### config.mk
export PLATFORM = sky130hd
export DESIGN_NAME = adc_pulse_emulator_flat
export DESIGN_NICKNAME = d
export VERILOG_FILES = /design/src/rtl/adc_pulse_emulator_if.sv /design/src/rtl/adc_pulse_emulator.sv /design/src/flat_wrapper.sv
export SDC_FILE = /design/constraint.sdc
export NUM_CORES = 1
export LEC_CHECK = 0
export ABC_AREA = 1
export ABC_CLOCK_PERIOD_IN_PS = 5700
export BUFFER_PORTS_ARGS = -buffer_cell sky130_fd_sc_hd__buf_2
export CAP_MARGIN = 20
export CORE_MARGIN = 1.5
export CORE_UTILIZATION = 45
export DETAILED_ROUTE_END_ITERATION = 16
export MAX_ROUTING_LAYER = met4
export PLACE_DENSITY = 0.71
export SLEW_MARGIN = 40
export SYNTH_ARGS = -nofsm -noshare
export SYNTH_HDL_FRONTEND = slang
export SYNTH_SLANG_ARGS = --single-unit
### constraint.sdc
create_clock -name AXIS_ACLK -period 5.7 [get_ports AXIS_ACLK]
set_clock_uncertainty 0.2 [all_clocks]
set_input_delay 0.855 -clock AXIS_ACLK [delete_from_list [all_inputs] [get_ports AXIS_ACLK]]
set_output_delay 0.855 -clock AXIS_ACLK [all_outputs]
set_load 0.05 [all_outputs]
### src/rtl/adc_pulse_emulator_if.sv
// AXI4-Stream beat channel of the ADC pulse emulator.
// Carries tdata/tvalid/tready and the pulse marker that accompanies each beat.
interface adc_pulse_emulator_if #(
  parameter int DW = 128
) ();
  logic [DW-1:0] M_AXIS_TDATA;
  logic          M_AXIS_TVALID;
  logic          M_AXIS_TREADY;
  logic          O_PULSE_MARK;

  modport master (
    output M_AXIS_TDATA,
    output M_AXIS_TVALID,
    output O_PULSE_MARK,
    input  M_AXIS_TREADY
  );

  modport slave (
    input  M_AXIS_TDATA,
    input  M_AXIS_TVALID,
    input  O_PULSE_MARK,
    output M_AXIS_TREADY
  );
endinterface

### src/rtl/adc_pulse_emulator.sv
// Emits baseline + two-step pulse sets as 8x12-bit AXIS beats for self-test.
// Ports: clk/async reset, I_* config, m_axis stream, O_SET_CNT, O_BUSY.
module adc_pulse_emulator #(
  parameter int ADC_RESOLUTION_WIDTH = 12,
  parameter int M_AXIS_TDATA_WIDTH   = 128,
  parameter int LEN_WIDTH            = 16
) (
  input  logic                            AXIS_ACLK,
  input  logic                            AXIS_ARESETN,
  input  logic                            I_ENABLE,
  input  logic [ADC_RESOLUTION_WIDTH-1:0] I_BL_EVEN,
  input  logic [ADC_RESOLUTION_WIDTH-1:0] I_BL_ODD,
  input  logic [ADC_RESOLUTION_WIDTH-1:0] I_FST_HEIGHT,
  input  logic [ADC_RESOLUTION_WIDTH-1:0] I_SND_HEIGHT,
  input  logic [LEN_WIDTH-1:0]            I_PRE_LEN,
  input  logic [LEN_WIDTH-1:0]            I_FST_LEN,
  input  logic [LEN_WIDTH-1:0]            I_SND_LEN,
  input  logic [LEN_WIDTH-1:0]            I_POST_LEN,
  input  logic [LEN_WIDTH-1:0]            I_NUM_SETS,
  adc_pulse_emulator_if.master            m_axis,
  output logic [LEN_WIDTH-1:0]            O_SET_CNT,
  output logic                            O_BUSY
);
  localparam int AW  = ADC_RESOLUTION_WIDTH;
  localparam int DW  = M_AXIS_TDATA_WIDTH;
  localparam int LW  = LEN_WIDTH;
  localparam int SPT = DW / 16;
  localparam logic [LW-1:0] ONE = 1;

  typedef enum logic [2:0] {
    IDLE, PRE, FST, SND, POST, DONE
  } state_t;

  state_t          r_state;
  logic [LW-1:0]   r_cnt;
  logic [DW-1:0]   r_tdata;
  logic            r_tvalid;
  logic            r_mark;
  logic            r_busy;
  logic [LW-1:0]   r_set_cnt;
  logic [AW-1:0]   r_bl_even, r_bl_odd;
  logic [AW-1:0]   r_fst_h, r_snd_h;
  logic [LW-1:0]   r_pre_len, r_fst_len;
  logic [LW-1:0]   r_snd_len, r_post_len;
  logic [LW-1:0]   r_num_sets;

  state_t          w_nstate, w_first_in;
  state_t          w_after_pre, w_after_cur;
  logic [LW-1:0]   w_ncnt, w_nset, w_set_inc;
  logic [LW-1:0]   w_len_cur;
  logic            w_nvalid, w_load, w_latch;
  logic            w_hs, w_last, w_mark;
  logic [DW-1:0]   w_beat;
  logic [AW-1:0]   w_bl_even, w_bl_odd;
  logic [AW-1:0]   w_fst_h, w_snd_h;
  logic [LW-1:0]   w_fst_len;

  // Next nonzero phase after s; IDLE means the set is over.
  function automatic state_t after_phase(
    state_t s, logic fz, logic sz, logic pz
  );
    after_phase = IDLE;
    if (s == PRE && fz)
      after_phase = FST;
    else if ((s == PRE || s == FST) && sz)
      after_phase = SND;
    else if (s != POST && pz)
      after_phase = POST;
  endfunction

  function automatic logic [DW-1:0] make_beat(
    state_t s,
    logic [AW-1:0] e, logic [AW-1:0] o,
    logic [AW-1:0] fh, logic [AW-1:0] sh
  );
    logic [AW-1:0] h;
    logic [AW:0]   sum;
    make_beat = '0;
    h = (s == FST) ? fh : (s == SND) ? sh : '0;
    for (int k = 0; k < SPT; k++) begin
      sum = {1'b0, k[0] ? o : e} + {1'b0, h};
      make_beat[16*k +: AW] =
        sum[AW] ? {AW{1'b1}} : sum[AW-1:0];
    end
  endfunction

  assign w_hs      = r_tvalid & m_axis.M_AXIS_TREADY;
  assign w_set_inc = r_set_cnt + ONE;

  // A set whose lengths are all zero still emits one PRE baseline beat.
  assign w_after_pre = after_phase(PRE, |I_FST_LEN,
                                   |I_SND_LEN, |I_POST_LEN);
  assign w_first_in  = (|I_PRE_LEN || w_after_pre == IDLE)
                     ? PRE : w_after_pre;
  assign w_after_cur = after_phase(r_state, |r_fst_len,
                                   |r_snd_len, |r_post_len);

  always_comb begin
    w_len_cur = '0;
    unique case (r_state)
      PRE:     w_len_cur = r_pre_len;
      FST:     w_len_cur = r_fst_len;
      SND:     w_len_cur = r_snd_len;
      POST:    w_len_cur = r_post_len;
      default: w_len_cur = '0;
    endcase
  end

  // Zero length (only seen in the all-zero PRE) is a one-beat phase.
  assign w_last = ({1'b0, r_cnt} + {1'b0, ONE})
               >= {1'b0, w_len_cur};

  always_comb begin
    w_nstate = r_state;
    w_ncnt   = r_cnt;
    w_nvalid = r_tvalid;
    w_nset   = r_set_cnt;
    w_load   = 1'b0;
    w_latch  = 1'b0;
    unique case (r_state)
      IDLE: begin
        if (I_ENABLE) begin
          w_latch  = 1'b1;
          w_load   = 1'b1;
          w_nvalid = 1'b1;
          w_nset   = '0;
          w_ncnt   = '0;
          w_nstate = w_first_in;
        end
      end
      PRE, FST, SND, POST: begin
        if (w_hs) begin
          w_load = 1'b1;
          if (!w_last) begin
            w_ncnt = r_cnt + ONE;
          end else begin
            w_ncnt = '0;
            if (w_after_cur != IDLE) begin
              w_nstate = w_after_cur;
            end else begin
              w_nset = w_set_inc;
              if (I_ENABLE && (r_num_sets == '0 ||
                  w_set_inc < r_num_sets)) begin
                w_latch  = 1'b1;
                w_nstate = w_first_in;
              end else begin
                w_load   = 1'b0;
                w_nvalid = 1'b0;
                w_nstate = (r_num_sets != '0 &&
                            w_set_inc >= r_num_sets)
                         ? DONE : IDLE;
              end
            end
          end
        end
      end
      DONE: begin
        if (!I_ENABLE)
          w_nstate = IDLE;
      end
      default: w_nstate = IDLE;
    endcase
  end

  // Config view for the beat being built: fresh inputs at a latch point.
  assign w_bl_even = w_latch ? I_BL_EVEN    : r_bl_even;
  assign w_bl_odd  = w_latch ? I_BL_ODD     : r_bl_odd;
  assign w_fst_h   = w_latch ? I_FST_HEIGHT : r_fst_h;
  assign w_snd_h   = w_latch ? I_SND_HEIGHT : r_snd_h;
  assign w_fst_len = w_latch ? I_FST_LEN    : r_fst_len;

  assign w_beat = make_beat(w_nstate, w_bl_even, w_bl_odd,
                            w_fst_h, w_snd_h);
  assign w_mark = (w_ncnt == '0) &&
                  (w_nstate == FST ||
                   (w_nstate == SND && w_fst_len == '0));

  always_ff @(posedge AXIS_ACLK or negedge AXIS_ARESETN) begin
    if (!AXIS_ARESETN) begin
      r_state    <= IDLE;
      r_cnt      <= '0;
      r_tdata    <= '0;
      r_tvalid   <= 1'b0;
      r_mark     <= 1'b0;
      r_busy     <= 1'b0;
      r_set_cnt  <= '0;
      r_bl_even  <= '0;
      r_bl_odd   <= '0;
      r_fst_h    <= '0;
      r_snd_h    <= '0;
      r_pre_len  <= '0;
      r_fst_len  <= '0;
      r_snd_len  <= '0;
      r_post_len <= '0;
      r_num_sets <= '0;
    end else begin
      r_state   <= w_nstate;
      r_cnt     <= w_ncnt;
      r_tvalid  <= w_nvalid;
      r_set_cnt <= w_nset;
      r_busy    <= (w_nstate != IDLE);
      if (w_load) begin
        r_tdata <= w_beat;
        r_mark  <= w_mark;
      end else if (!w_nvalid) begin
        r_mark  <= 1'b0;
      end
      if (w_latch) begin
        r_bl_even  <= I_BL_EVEN;
        r_bl_odd   <= I_BL_ODD;
        r_fst_h    <= I_FST_HEIGHT;
        r_snd_h    <= I_SND_HEIGHT;
        r_pre_len  <= I_PRE_LEN;
        r_fst_len  <= I_FST_LEN;
        r_snd_len  <= I_SND_LEN;
        r_post_len <= I_POST_LEN;
        r_num_sets <= I_NUM_SETS;
      end
    end
  end

  assign m_axis.M_AXIS_TDATA  = r_tdata;
  assign m_axis.M_AXIS_TVALID = r_tvalid;
  assign m_axis.O_PULSE_MARK  = r_mark;
  assign O_SET_CNT            = r_set_cnt;
  assign O_BUSY               = r_busy;
endmodule

### src/flat_wrapper.sv
// flat-port wrapper written by rule: the top's interface ports become plain ports
module adc_pulse_emulator_flat 
#(
  parameter int ADC_RESOLUTION_WIDTH = 12,
  parameter int M_AXIS_TDATA_WIDTH   = 128,
  parameter int LEN_WIDTH            = 16
)
  (AXIS_ACLK, AXIS_ARESETN, I_ENABLE, I_BL_EVEN, I_BL_ODD, I_FST_HEIGHT, I_SND_HEIGHT, I_PRE_LEN, I_FST_LEN, I_SND_LEN, I_POST_LEN, I_NUM_SETS, O_SET_CNT, O_BUSY, m_axis_M_AXIS_TDATA, m_axis_M_AXIS_TVALID, m_axis_O_PULSE_MARK, m_axis_M_AXIS_TREADY);
  adc_pulse_emulator_if #(.DW((128))) m_axis_i ();
  input  logic AXIS_ACLK;
  input  logic AXIS_ARESETN;
  input  logic I_ENABLE;
  input  logic [ADC_RESOLUTION_WIDTH-1:0] I_BL_EVEN;
  input  logic [ADC_RESOLUTION_WIDTH-1:0] I_BL_ODD;
  input  logic [ADC_RESOLUTION_WIDTH-1:0] I_FST_HEIGHT;
  input  logic [ADC_RESOLUTION_WIDTH-1:0] I_SND_HEIGHT;
  input  logic [LEN_WIDTH-1:0] I_PRE_LEN;
  input  logic [LEN_WIDTH-1:0] I_FST_LEN;
  input  logic [LEN_WIDTH-1:0] I_SND_LEN;
  input  logic [LEN_WIDTH-1:0] I_POST_LEN;
  input  logic [LEN_WIDTH-1:0] I_NUM_SETS;
  output logic [LEN_WIDTH-1:0] O_SET_CNT;
  output logic O_BUSY;
  output wire logic [$bits(m_axis_i.M_AXIS_TDATA)-1:0] m_axis_M_AXIS_TDATA;
  output wire logic [$bits(m_axis_i.M_AXIS_TVALID)-1:0] m_axis_M_AXIS_TVALID;
  output wire logic [$bits(m_axis_i.O_PULSE_MARK)-1:0] m_axis_O_PULSE_MARK;
  input wire logic [$bits(m_axis_i.M_AXIS_TREADY)-1:0] m_axis_M_AXIS_TREADY;
  assign m_axis_M_AXIS_TDATA = m_axis_i.M_AXIS_TDATA;
  assign m_axis_M_AXIS_TVALID = m_axis_i.M_AXIS_TVALID;
  assign m_axis_O_PULSE_MARK = m_axis_i.O_PULSE_MARK;
  assign m_axis_i.M_AXIS_TREADY = m_axis_M_AXIS_TREADY;
  adc_pulse_emulator #(.ADC_RESOLUTION_WIDTH(ADC_RESOLUTION_WIDTH), .M_AXIS_TDATA_WIDTH(M_AXIS_TDATA_WIDTH), .LEN_WIDTH(LEN_WIDTH)) u_core (.AXIS_ACLK(AXIS_ACLK), .AXIS_ARESETN(AXIS_ARESETN), .I_ENABLE(I_ENABLE), .I_BL_EVEN(I_BL_EVEN), .I_BL_ODD(I_BL_ODD), .I_FST_HEIGHT(I_FST_HEIGHT), .I_SND_HEIGHT(I_SND_HEIGHT), .I_PRE_LEN(I_PRE_LEN), .I_FST_LEN(I_FST_LEN), .I_SND_LEN(I_SND_LEN), .I_POST_LEN(I_POST_LEN), .I_NUM_SETS(I_NUM_SETS), .m_axis(m_axis_i), .O_SET_CNT(O_SET_CNT), .O_BUSY(O_BUSY));
endmodule
### Word-level counts from Yosys, hierarchy flattened

Cells that the tools add are included.

| word-level totals | value |
|---|---|
| register bits | 262 |
| bits of input ports | 132 |
| output and inout port bits | 147 |

| cells by class | value |
|---|---|
| add/subtract/negate cells | 5 |
| order comparisons | 3 |
| equality and inequality tests | 13 |
| mux-type cells | 52 |
| bitwise operators | 1 |
| reduce and logical (&&, ||, !) cells | 29 |

Operators by type and width:

| operator | number |
|---|---|
| two-way mux 16 bit | 8 |
| OR reduction 16 bit | 7 |
| two-way mux 12 bit | 8 |
| one-hot mux 16 bit (2 select lines) | 2 |
| one-hot mux 16 bit (4 select lines) | 1 |
| zero test 16 bit | 3 |
| two-way mux 3 bit | 14 |
| adder 16 x 1 -> 16 bit (second input constant) | 2 |
| adder 12 x 12 -> 13 bit | 2 |
| adder 16 x 1 -> 17 bit (second input constant) | 1 |
| greater-or-equal comparator 17 x 16 -> 1 bit | 1 |
| greater-or-equal comparator 16 bit | 1 |
| less-than comparator 16 bit | 1 |
| nonzero test 16 bit | 1 |
| two-way mux 1 bit | 15 |
| equality test 3 x 2 -> 1 bit (second input constant) | 4 |
| one-hot mux 3 bit (3 select lines) | 1 |
| logical AND 1 bit | 7 |
| equality test 3 bit (second input constant) | 2 |
| zero test 3 bit | 2 |
| inequality test 2 bit (second input constant) | 3 |
| one-hot mux 1 bit (2 select lines) | 3 |
| nonzero test 3 bit | 2 |
| AND reduction 5 bit | 1 |
| other kinds (7) | 11 |

### Longest topological paths before layout

Gate-level depths: netlist of the first run.

| logic depth | value |
|---|---|
| depth after elaboration | 17 |
| depth in mapped cells | 43 |

### Least setup slack after synthesis of the first run

Ideal clock, no wire load.

| timing path | value |
|---|---|
| kind | register to register |
| from | register u_core.r_set_cnt[2], in the netlist u_core.O_SET_CNT[2] |
| to | register u_core.r_tdata[113], in the netlist u_core.m_axis.M_AXIS_TDATA[113] |
| library setup time | 0.078 ns |
| arrival time | 5.852 ns |
| data required time | 5.422 ns |
| setup slack | -0.430 ns |
| cell stages (with the launch flop) | 42 |
| path buffers | 2 |
| clock period less this slack | 6.130 ns |
| cell sequence | dfrtp_1 inv_1 nor3_1 nand2_1 nor2_1 nand2_1 nor3_1 inv_1 nor4_1 nand4_1 xor2_1 inv_1 ha_1 a21oi_1 o21ai_0 a21oi_1 nand2_1 nand2_1 (+6 left out) inv_2 nor2_2 buf_4 nand2_1 nand2_1 ha_1 inv_1 fa_1 o21ai_0 a31oi_1 o21ai_0 a21oi_1 o21bai_1 a21oi_1 nor2_1 nor3_2 buf_2 a21oi_1 |

| between the ends | value |
|---|---|
| longest elaborated chain between the ends | 14 |
| elaborated cells on any way between the ends | 30 |
| those cells by class | add/sub: 2; order compare: 2; eq/ne: 2; mux: 21; reduce/logical: 3 |

RTL lines:

| item | line | RTL |
|---|---|---|
| from (decl) | adc_pulse_emulator.sv:40 | `logic [LW-1:0] r_set_cnt;` |
| from (signal assigned) | adc_pulse_emulator.sv:200 | `r_set_cnt <= w_nset;` |
| adder 16 x 1 -> 16 bit (*) | adc_pulse_emulator.sv:88 | `assign w_set_inc = r_set_cnt + ONE;` |
| less-than comparator 16 bit (*) | adc_pulse_emulator.sv:143 | `w_set_inc < r_num_sets)) begin` |
| logical OR 1 bit (*) | adc_pulse_emulator.sv:142 | `if (I_ENABLE && (r_num_sets == '0 \|\|` |
| logical AND 1 bit (*) | adc_pulse_emulator.sv:142 |  |
| two-way mux 3 bit (*) | adc_pulse_emulator.sv:142 |  |
| two-way mux 3 bit (*) | adc_pulse_emulator.sv:138 | `if (w_after_cur != IDLE) begin` |
| two-way mux 3 bit (*) | adc_pulse_emulator.sv:134 | `if (!w_last) begin` |
| two-way mux 3 bit (*) | adc_pulse_emulator.sv:132 | `if (w_hs) begin` |
| one-hot mux 3 bit (3 select lines) (*) | adc_pulse_emulator.sv:120 | `unique case (r_state)` |
| net u_core.w_nstate[1] | adc_pulse_emulator.sv:47 | `state_t w_nstate, w_first_in;` |
| equality test 3 x 2 -> 1 bit | adc_pulse_emulator.sv:79 | `h = (s == FST) ? fh : (s == SND) ? sh : '0;` |
| two-way mux 12 bit | adc_pulse_emulator.sv:79 |  |
| two-way mux 12 bit (*) | adc_pulse_emulator.sv:79 |  |
| adder 12 x 12 -> 13 bit (*) | adc_pulse_emulator.sv:81 | `sum = {1'b0, k[0] ? o : e} + {1'b0, h};` |
| two-way mux 12 bit (*) | adc_pulse_emulator.sv:83 | `sum[AW] ? {AW{1'b1}} : sum[AW-1:0];` |
| to (signal assigned) | adc_pulse_emulator.sv:203 | `r_tdata <= w_beat;` |
| to (decl) | adc_pulse_emulator.sv:36 | `logic [DW-1:0] r_tdata;` |

Mark *: on every way through the listed nets, which the timed path passes. The rest lies on a longest branch.
A chain may end at the register's enable or synchronous reset.

### Worst setup path in the final report of the first run

| timing path | value |
|---|---|
| from | register u_core.r_set_cnt[1], in the netlist u_core.O_SET_CNT[1] |
| to | register u_core.r_tdata[91], in the netlist u_core.m_axis.M_AXIS_TDATA[91] |

| between the ends | value |
|---|---|
| elaborated cells on any way between the ends | 30 |
| those cells by class | add/sub: 2; order compare: 2; eq/ne: 2; mux: 21; reduce/logical: 3 |

RTL lines:

| item | line | RTL |
|---|---|---|
| adder 16 x 1 -> 16 bit | adc_pulse_emulator.sv:88 |  |
| less-than comparator 16 bit | adc_pulse_emulator.sv:143 |  |
| logical OR 1 bit | adc_pulse_emulator.sv:142 |  |
| logical AND 1 bit | adc_pulse_emulator.sv:142 |  |
| two-way mux 1 bit | adc_pulse_emulator.sv:142 |  |
| two-way mux 1 bit | adc_pulse_emulator.sv:138 |  |
| two-way mux 1 bit | adc_pulse_emulator.sv:134 |  |
| two-way mux 1 bit | adc_pulse_emulator.sv:132 |  |
| one-hot mux 1 bit (2 select lines) | adc_pulse_emulator.sv:120 |  |
| two-way mux 12 bit | adc_pulse_emulator.sv:167 | `assign w_bl_odd = w_latch ? I_BL_ODD : r_bl_odd;` |
| net u_core.w_bl_odd[0] | adc_pulse_emulator.sv:54 | `logic [AW-1:0] w_bl_even, w_bl_odd;` |
| adder 12 x 12 -> 13 bit | adc_pulse_emulator.sv:81 |  |
| two-way mux 12 bit | adc_pulse_emulator.sv:83 |  |

The timed path passes the listed nets, and every way through them passes these cells.

==> impl_metrics.py, run 1 <==
metrics = {
    "run_status": {
        "run_status": "complete, but fails checks",
        "violations": "negative setup slack",
    },
    "sta": {
        "slew_headroom_pct": 53.0,
        "finalSetupViolCount": 24,
        "hold_ws_ns": 0.205,
        "slew_violations": 0,
        "finalCriticalPeriod_ns": 6.14,
        "hold_violations": 0,
        "max_freq_mhz": 163,
        "rsz0062_at_grt": "yes",
        "setup_slack_ns": -0.439,
        "worst_pin_slew_ns": 0.701,
        "post-route-period-util_pct": 108,
    },
    "clock_network": {
        "cts_buffer_depth": 2,
        "root_buffer": "clkbuf_16",
        "clk_latency_ns": 0.46,
        "cts_buffers": 17,
        "hold_buffers": 0,
        "cts_tree": "done",
        "htree_levels": 4,
        "clock_sinks": 190,
        "path_clk_slew_ns": 0.09,
    },
    "detailed_routing": {
        "wl_mm": 35.9,
        "drt-pass1-iter-count": 5,
        "via_per_inst": 5.27,
        "ant_nets": 0,
        "dr.first_iter.drc_count": 849,
        "vias": 11026,
        "wl_per_cell_um": 17.2,
        "drcViolationCount": 0,
    },
    "place": {
        "port_buffers": 246,
        "hpwl_mm": 23.8,
        "place_ws_ns": -0.489,
        "place_area_mm2": 0.0132,
        "dp.cells": 1971,
        "gp_congestion": 0.937,
    },
    "worst_setup_path": {
        "worst_ep_arrival_time_ns": 6.32,
        "required_ns": 5.88,
        "cpPeakStageDelay_ns": 0.41,
        "cp_max_fo": 6,
        "path_class": "reg2reg",
        "crit_start": "u_core.O_SET_CNT[1]",
        "rr_startpoint": "u_core.O_SET_CNT[1]",
        "end_kind": "flip-flop",
        "worst_path_most_repeated_cell": "buf_4",
        "cp-start-kind": "flip-flop",
        "cp_slowest_cell": "dfrtp_2",
    },
    "job": {
        "drv_cap": 0,
    },
    "final_layout": {
        "layout_common_cells": "nand2_1 (246), buf_2 (245), inv_1 (189)",
        "area_growth_pct": 28.9,
        "drive_gt1_share_pct": 34.6,
        "final_common_cell": "nand2_1",
        "design_area_mm2": 0.0152,
        "fin_nets": 1936,
        "finalNonFillerCells": 2093,
    },
    "synthesis": {
        "syn_area_mm2": 0.0118,
        "synth.distinct_cells": 51,
        "yosys_warnings": 0,
        "synth_seq_area_share_pct": 40.3,
        "synth_edf_count": 0,
        "synth_seq_cells": 190,
        "synth_cells": 1424,
        "avgSynthCellArea_um2": 8.28,
        "synthFlopType": "dfrtp_1",
        "synthArstFlopShare_pct": 100,
    },
    "worst_hold_path": {
        "hp-class": "in2async",
    },
    "power": {
        "pwr-share-clk_pct": 13.1,
        "p_int_mw": 4.88,
        "total_power_mw": 9.99,
        "power.switching_mw": 5.11,
        "p_leak_nw": 7.75,
        "comb_power_share_pct": 63.5,
        "peakVddDrop_uv": 531,
        "seqPwrFrac_pct": 23.4,
        "p_per_area_mw_per_mm2": 657,
        "switching_share_pct": 51.2,
    },
    "global_route": {
        "grt_pass1_wl_mm": 53.1,
        "grt_max_degree": 106,
        "grt_overflow": 0,
        "grtUsageTotal_pct": 26.0,
        "grt_pass1_vias": 10346,
        "antenna_found_initial": 1,
    },
    "die": {
        "num_io_pins": 279,
        "die_w_um": 165,
        "num_rows": 59,
        "start_util_pct": 45.5,
        "die_y_um": 165,
        "die_area_mm2": 0.0272,
        "core-area_mm2": 0.0259,
    },
}
## power groups by stage
stage	registers, mW	clock network (mW)	logic (mW)
final	2.34	1.31	6.34
after global routing	2.41	1.37	6.82
after CTS	2.31	1.31	5.80
after detailed placement	2.33	0	5.31
after global placement	2.31	0	5.24
after floorplan	2.57	0	3.93
## cell usage after synthesis, types with 4 or more instances
library cell	instances	area share, %
nand2_1	261	8.3
inv_1	196	6.2
dfrtp_1	190	40
buf_4	110	7.0
nor2_1	102	3.2
a21oi_1	78	3.3
o21ai_0	70	3.0
ha_1	58	6.2
nand3_1	44	1.9
mux2_1	35	3.3
nand4_1	33	1.8
xor2_1	29	2.2
o22ai_1	25	1.3
mux2_2	24	2.3
o21ai_1	21	0.89
a221oi_1	15	1.1
clkbuf_1	14	0.45
buf_2	13	0.55
nor3_1	12	0.51
inv_2	11	0.35
nor4_1	11	0.58
xnor2_1	9	0.67
a31oi_1	6	0.32
a21o_1	5	0.32
nand3b_1	5	0.32
mux2_4	4	0.51
o21bai_1	4	0.25
## per-stage QoR
step	setup TNS, ns	utilization (%)
global route	-13.11	58.6
floorplan	0	-
CTS	-0.0210	56.7
detailed placement	-8.29	51.0
finish	-7.58	58.6
global placement	-2.61	51.0
## timing repair
item / 4_1_cts / 5_1_grt
setup endpoints to repair: 24 / 25
buffers inserted: 75 / 16
resized for setup: 51 / 97
cloned: 2 / 1
pin swaps: 16 / 22
## sequential cells by signal, summed over array words and instances, names as in the netlist
signal / count
u_core.r_fst_len: 16
u_core.m_axis.O_PULSE_MARK: 1
u_core.m_axis.M_AXIS_TDATA: 24
u_core.O_BUSY: 1
u_core.r_cnt: 16
u_core.r_bl_odd: 12
u_core.r_num_sets: 16
u_core.r_fst_h: 12
u_core.r_bl_even: 12
u_core.r_snd_h: 12
u_core.O_SET_CNT: 16
u_core.r_pre_len: 16
u_core.r_snd_len: 16
u_core.r_state: 3
u_core.m_axis.M_AXIS_TVALID: 1
u_core.r_post_len: 16
## layer usage
layer / up-vias / wire [µm] / share of wire [%] / track usage, %
met5: - / 0 / 0 / -
met4: 0 / 1110 / 3.1 / 10.4
met3: 94 / 1920 / 5.4 / 3.99
met2: 426 / 17600 / 49 / 41.1
met1: 5331 / 15300 / 43 / 33.5
li1: 5175 / - / - / -
## final cells by class
type	count	area, µm²
multi-input combinational	915	5980
fill	2192	10700
inverter	209	792
tap	335	419
sequential	190	4760
timing repair buffer	411	2610
clock inverter	15	216
antenna	1	2.50
clock buffer	17	425
## kinds of logic after synthesis
kind of cell | count (synthesis) | synth area share (%)
DFF | 190 | 40.3
and+or+nand+nor | 486 | 17.8
muxes | 63 | 6.15
xor gates and xnor gates | 38 | 2.82
buffers and inverters | 351 | 15.0
other | 1 | 0.0318
adders and majority gates | 60 | 6.50
AOI/OAI and AO/OA | 235 | 11.3
## worst max-delay path, delay by kind of cell, from the launching register on
family,cells,cell delay [ns]
AOI/OAI and AO/OA,7,1.01
muxes,1,0.35
and+or+nand+nor,15,1.30
buffers and inverters,14,1.66
adders and majority gates,3,0.87
xor gates and xnor gates,1,0.22
DFF,1,0.41
## worst paths after layout
kind,to,slack (ns),cells past startpoint
min reg2reg,u_core.r_pre_len[3],0.30,1
min,u_core.r_num_sets[8],0.21,1
min in group AXIS_ACLK,u_core.r_pre_len[3],0.30,1
max in group asynchronous,u_core.r_bl_even[7],3.97,2
max reg2reg,u_core.m_axis.M_AXIS_TDATA[91],-0.44,41
max,u_core.m_axis.M_AXIS_TDATA[91],-0.44,41
Power figures use the tool's default switching activity.
==> run 2: changes to the inputs <==
--- a/config.mk
+++ b/config.mk
@@ -5,16 +5,16 @@
 export SDC_FILE = /design/constraint.sdc
 export NUM_CORES = 1
 export LEC_CHECK = 0
-export ABC_AREA = 1
 export ABC_CLOCK_PERIOD_IN_PS = 5700
 export BUFFER_PORTS_ARGS = -buffer_cell sky130_fd_sc_hd__buf_2
 export CAP_MARGIN = 20
 export CORE_MARGIN = 1.5
 export CORE_UTILIZATION = 45
+export CTS_CLUSTER_SIZE = 28
 export DETAILED_ROUTE_END_ITERATION = 16
 export MAX_ROUTING_LAYER = met4
-export PLACE_DENSITY = 0.71
-export SLEW_MARGIN = 40
+export PLACE_DENSITY = 0.72
+export SLEW_MARGIN = 10
 export SYNTH_ARGS = -nofsm -noshare
 export SYNTH_HDL_FRONTEND = slang
 export SYNTH_SLANG_ARGS = --single-unit
==> run 2 against run 1 <==
The flow still finishes with violations (negative setup slack). Final cell count down 16%. Fmax barely moved. Worst hold slack better by 0.085 ns. Die area decreased by 3.3%. Critical endpoint is now u_core.m_axis.M_AXIS_TDATA[107]. Largest cell class unchanged.
==> impl_metrics.py, run 2 <==
metrics = {
    "run_status": {
        "run_status": "complete, but fails checks",
        "violations": "negative setup slack",
    },
    "synthesis": {
        "avgSynthCellArea_um2": 10.3,
        "synth_seq_area_share_pct": 41.7,
        "yosys.area.top_type": "dfrtp_1",
        "yosys_warnings": 0,
        "ys_top_cells_by_area": "dfrtp_1 (42%), mux2_1 (10%), buf_4 (7.6%)",
        "netlist.area_leader.share_pct": 41.7,
        "synth_seq_cells": 190,
        "ys_top_cells_by_count": "dfrtp_1 (190), buf_4 (115), mux2_1 (106)",
        "yosysMostFrequentCell": "dfrtp_1",
        "synthFlopType": "dfrtp_1",
        "synth.distinct_cells": 70,
        "synth_cells": 1105,
        "syn_area_mm2": 0.0114,
        "synthArstFlopShare_pct": 100,
        "synth_edf_count": 0,
    },
    "global_route": {
        "groute.layer.met1.usage_pct": 30.9,
        "grt_overflow": 0,
        "use_met2_pct": 40.2,
        "grt_max_degree": 108,
        "grtUsageTotal_pct": 24.6,
        "grt_pass1_wl_mm": 49.0,
        "grt.busiest_layer": "met2",
        "grt_pass1_vias": 9232,
        "antenna_found_initial": 5,
        "grtUsageMet3_pct": 5.39,
    },
    "clock_network": {
        "htree_levels": 4,
        "path_clk_slew_ns": 0.08,
        "cts_tree": "done",
        "root_buffer": "clkbuf_16",
        "cts_buffer_depth": 2,
        "clock_sinks": 190,
        "cts_buffers": 17,
        "hold_buffers": 0,
        "clk_latency_ns": 0.44,
    },
    "worst_setup_path": {
        "r2r_end": "u_core.m_axis.M_AXIS_TDATA[107]",
        "cp_slowest_cell": "or4_4",
        "rr_startpoint": "u_core.O_SET_CNT[2]",
        "required_ns": 5.83,
        "crit_start": "u_core.O_SET_CNT[2]",
        "rr_worst_depth": 28,
        "path_class": "reg2reg",
        "worst_ep_arrival_time_ns": 6.28,
        "cpPeakStageDelay_ns": 0.57,
        "cp-start-kind": "flip-flop",
        "cp_max_fo": 4,
        "end_kind": "flip-flop",
        "crit_path_end": "u_core.m_axis.M_AXIS_TDATA[107]",
        "r2r_setup_slack_ns": -0.44,
    },
    "worst_hold_path": {
        "hp-class": "reg2reg",
        "holdCritStartpoint": "u_core.r_fst_h[8]",
        "whs_path_depth": 1,
    },
    "place": {
        "gp_congestion": 0.914,
        "hpwl_mm": 23.1,
        "port_buffers": 246,
        "place_area_mm2": 0.0132,
    },
    "detailed_routing": {
        "vias": 9427,
        "dr.first_iter.drc_count": 696,
        "wl_per_cell_um": 17.8,
        "drt-pass1-iter-count": 8,
        "ant_nets": 0,
        "via_per_inst": 5.36,
        "drcViolationCount": 0,
        "wl_mm": 31.3,
    },
    "die": {
        "num_rows": 58,
        "die_w_um": 162,
        "die_y_um": 162,
        "core-area_mm2": 0.0250,
        "die_area_mm2": 0.0263,
        "start_util_pct": 45.5,
        "num_io_pins": 279,
    },
    "sta": {
        "rsz0062_at_grt": "yes",
        "slew_headroom_pct": 40.9,
        "finalSetupViolCount": 24,
        "setup_slack_ns": -0.444,
        "finalCriticalPeriod_ns": 6.14,
        "hold_violations": 0,
        "slew_violations": 0,
        "worst_pin_slew_ns": 0.886,
        "max_freq_mhz": 163,
        "post-route-period-util_pct": 108,
    },
    "final_layout": {
        "largest_reg_flops": 24,
        "layout_common_cells": "buf_2 (245), dfrtp_1 (183), buf_4 (148)",
        "final_common_cell": "buf_2",
        "fin_nets": 1603,
        "design_area_mm2": 0.0143,
        "area_growth_pct": 25.5,
        "drive_gt1_share_pct": 36.2,
    },
    "power": {
        "p_leak_nw": 6.97,
        "p_per_area_mw_per_mm2": 537,
        "total_power_mw": 7.67,
        "peakVddDrop_uv": 641,
    },
    "job": {
        "drv_cap": 0,
    },
}
-- run 2: changes by cell type after synthesis, moves of 17 or more --
cell	delta
a21oi_1	-47
o21ai_0	-43
nand2_1	-188
inv_1	-163
a22o_1	+21
mux2_2	-17
nor4_1	+17
nor2_1	-33
mux2_1	+71
o22ai_1	-23
xnor2_1	+22
-- run 2: critical path: cells and delay by family (launching register included) --
| family | cells | cell delay [ns] |
|---|---|---|
| DFF | 1 | 0.39 |
| xor gates and xnor gates | 1 | 0.09 |
| and+or+nand+nor | 12 | 2.49 |
| AOI/OAI and AO/OA | 10 | 1.76 |
| muxes | 1 | 0.14 |
| adders and majority gates | 2 | 0.59 |
| buffers and inverters | 2 | 0.34 |
-- run 2: logic make-up after synthesis --
logic type,count (synthesis),share of synthesized area (%)
AO/OA/AOI/OAI,195,12.0
XOR/XNOR,51,3.92
adder cells (fa/ha/maj),60,6.72
buffers and inverters,180,9.91
flip-flops,190,41.7
multiplexers,128,12.5
other,1,0.0329
AND/OR/NAND/NOR,300,13.2
-- run 2: metal layers --
layer	part of all wire, %	routed length [µm]
met5	0	0
met4	1.8	578
met3	5.5	1730
met2	49	15300
met1	44	13600
-- run 2: final cells by class --
| type | count | area, µm² |
|---|---|---|
| repair buffers | 401 | 2440 |
| well taps | 330 | 413 |
| fillers | 2164 | 10700 |
| inverters | 35 | 131 |
| clock inverters | 15 | 163 |
| diodes | 5 | 12.5 |
| flip-flops and latches | 190 | 4760 |
| multi-input cells | 766 | 5950 |
| clock buffers | 17 | 425 |
-- run 2: worst min-delay path by stage --
| stage | end | slack [ns] |
|---|---|---|
| detailed placement | u_core.r_fst_h[8] | 0.28 |
| floorplan | u_core.r_snd_h[0] | 0.25 |
| global route | u_core.r_fst_h[8] | 0.31 |
| global placement | u_core.r_snd_h[0] | 0.27 |
| finish | u_core.r_fst_h[8] | 0.29 |
| CTS | u_core.r_snd_h[10] | 0.29 |
-- run 2: through the flow --
stage	hold slack, ns	setup WS (ns)	setup TNS (ns)	std cells	util [%]
after floorplan	0.254	-0.376	-7.86	1136	-
after global placement	0.268	-0.325	-6.36	1692	52.7
after detailed placement	0.276	-0.503	-10.12	1692	52.7
after CTS	0.293	-0.292	-6.04	1740	56.0
after global routing	0.310	-0.701	-14.74	1759	57.1
final	0.291	-0.444	-8.51	1759	57.1
-- run 2: what timing repair did --
item,CTS,global route
pin swaps,19,31
resized for setup,33,29
buffers inserted,14,12
gates cloned,2,1
endpoints found under the setup margin,24,24
-- run 2: power by group --
part	switching, mW	total, mW	internal (mW)
registers	0.375	2.25	1.88
clock network	0.614	1.21	0.591
logic	2.74	4.21	1.47
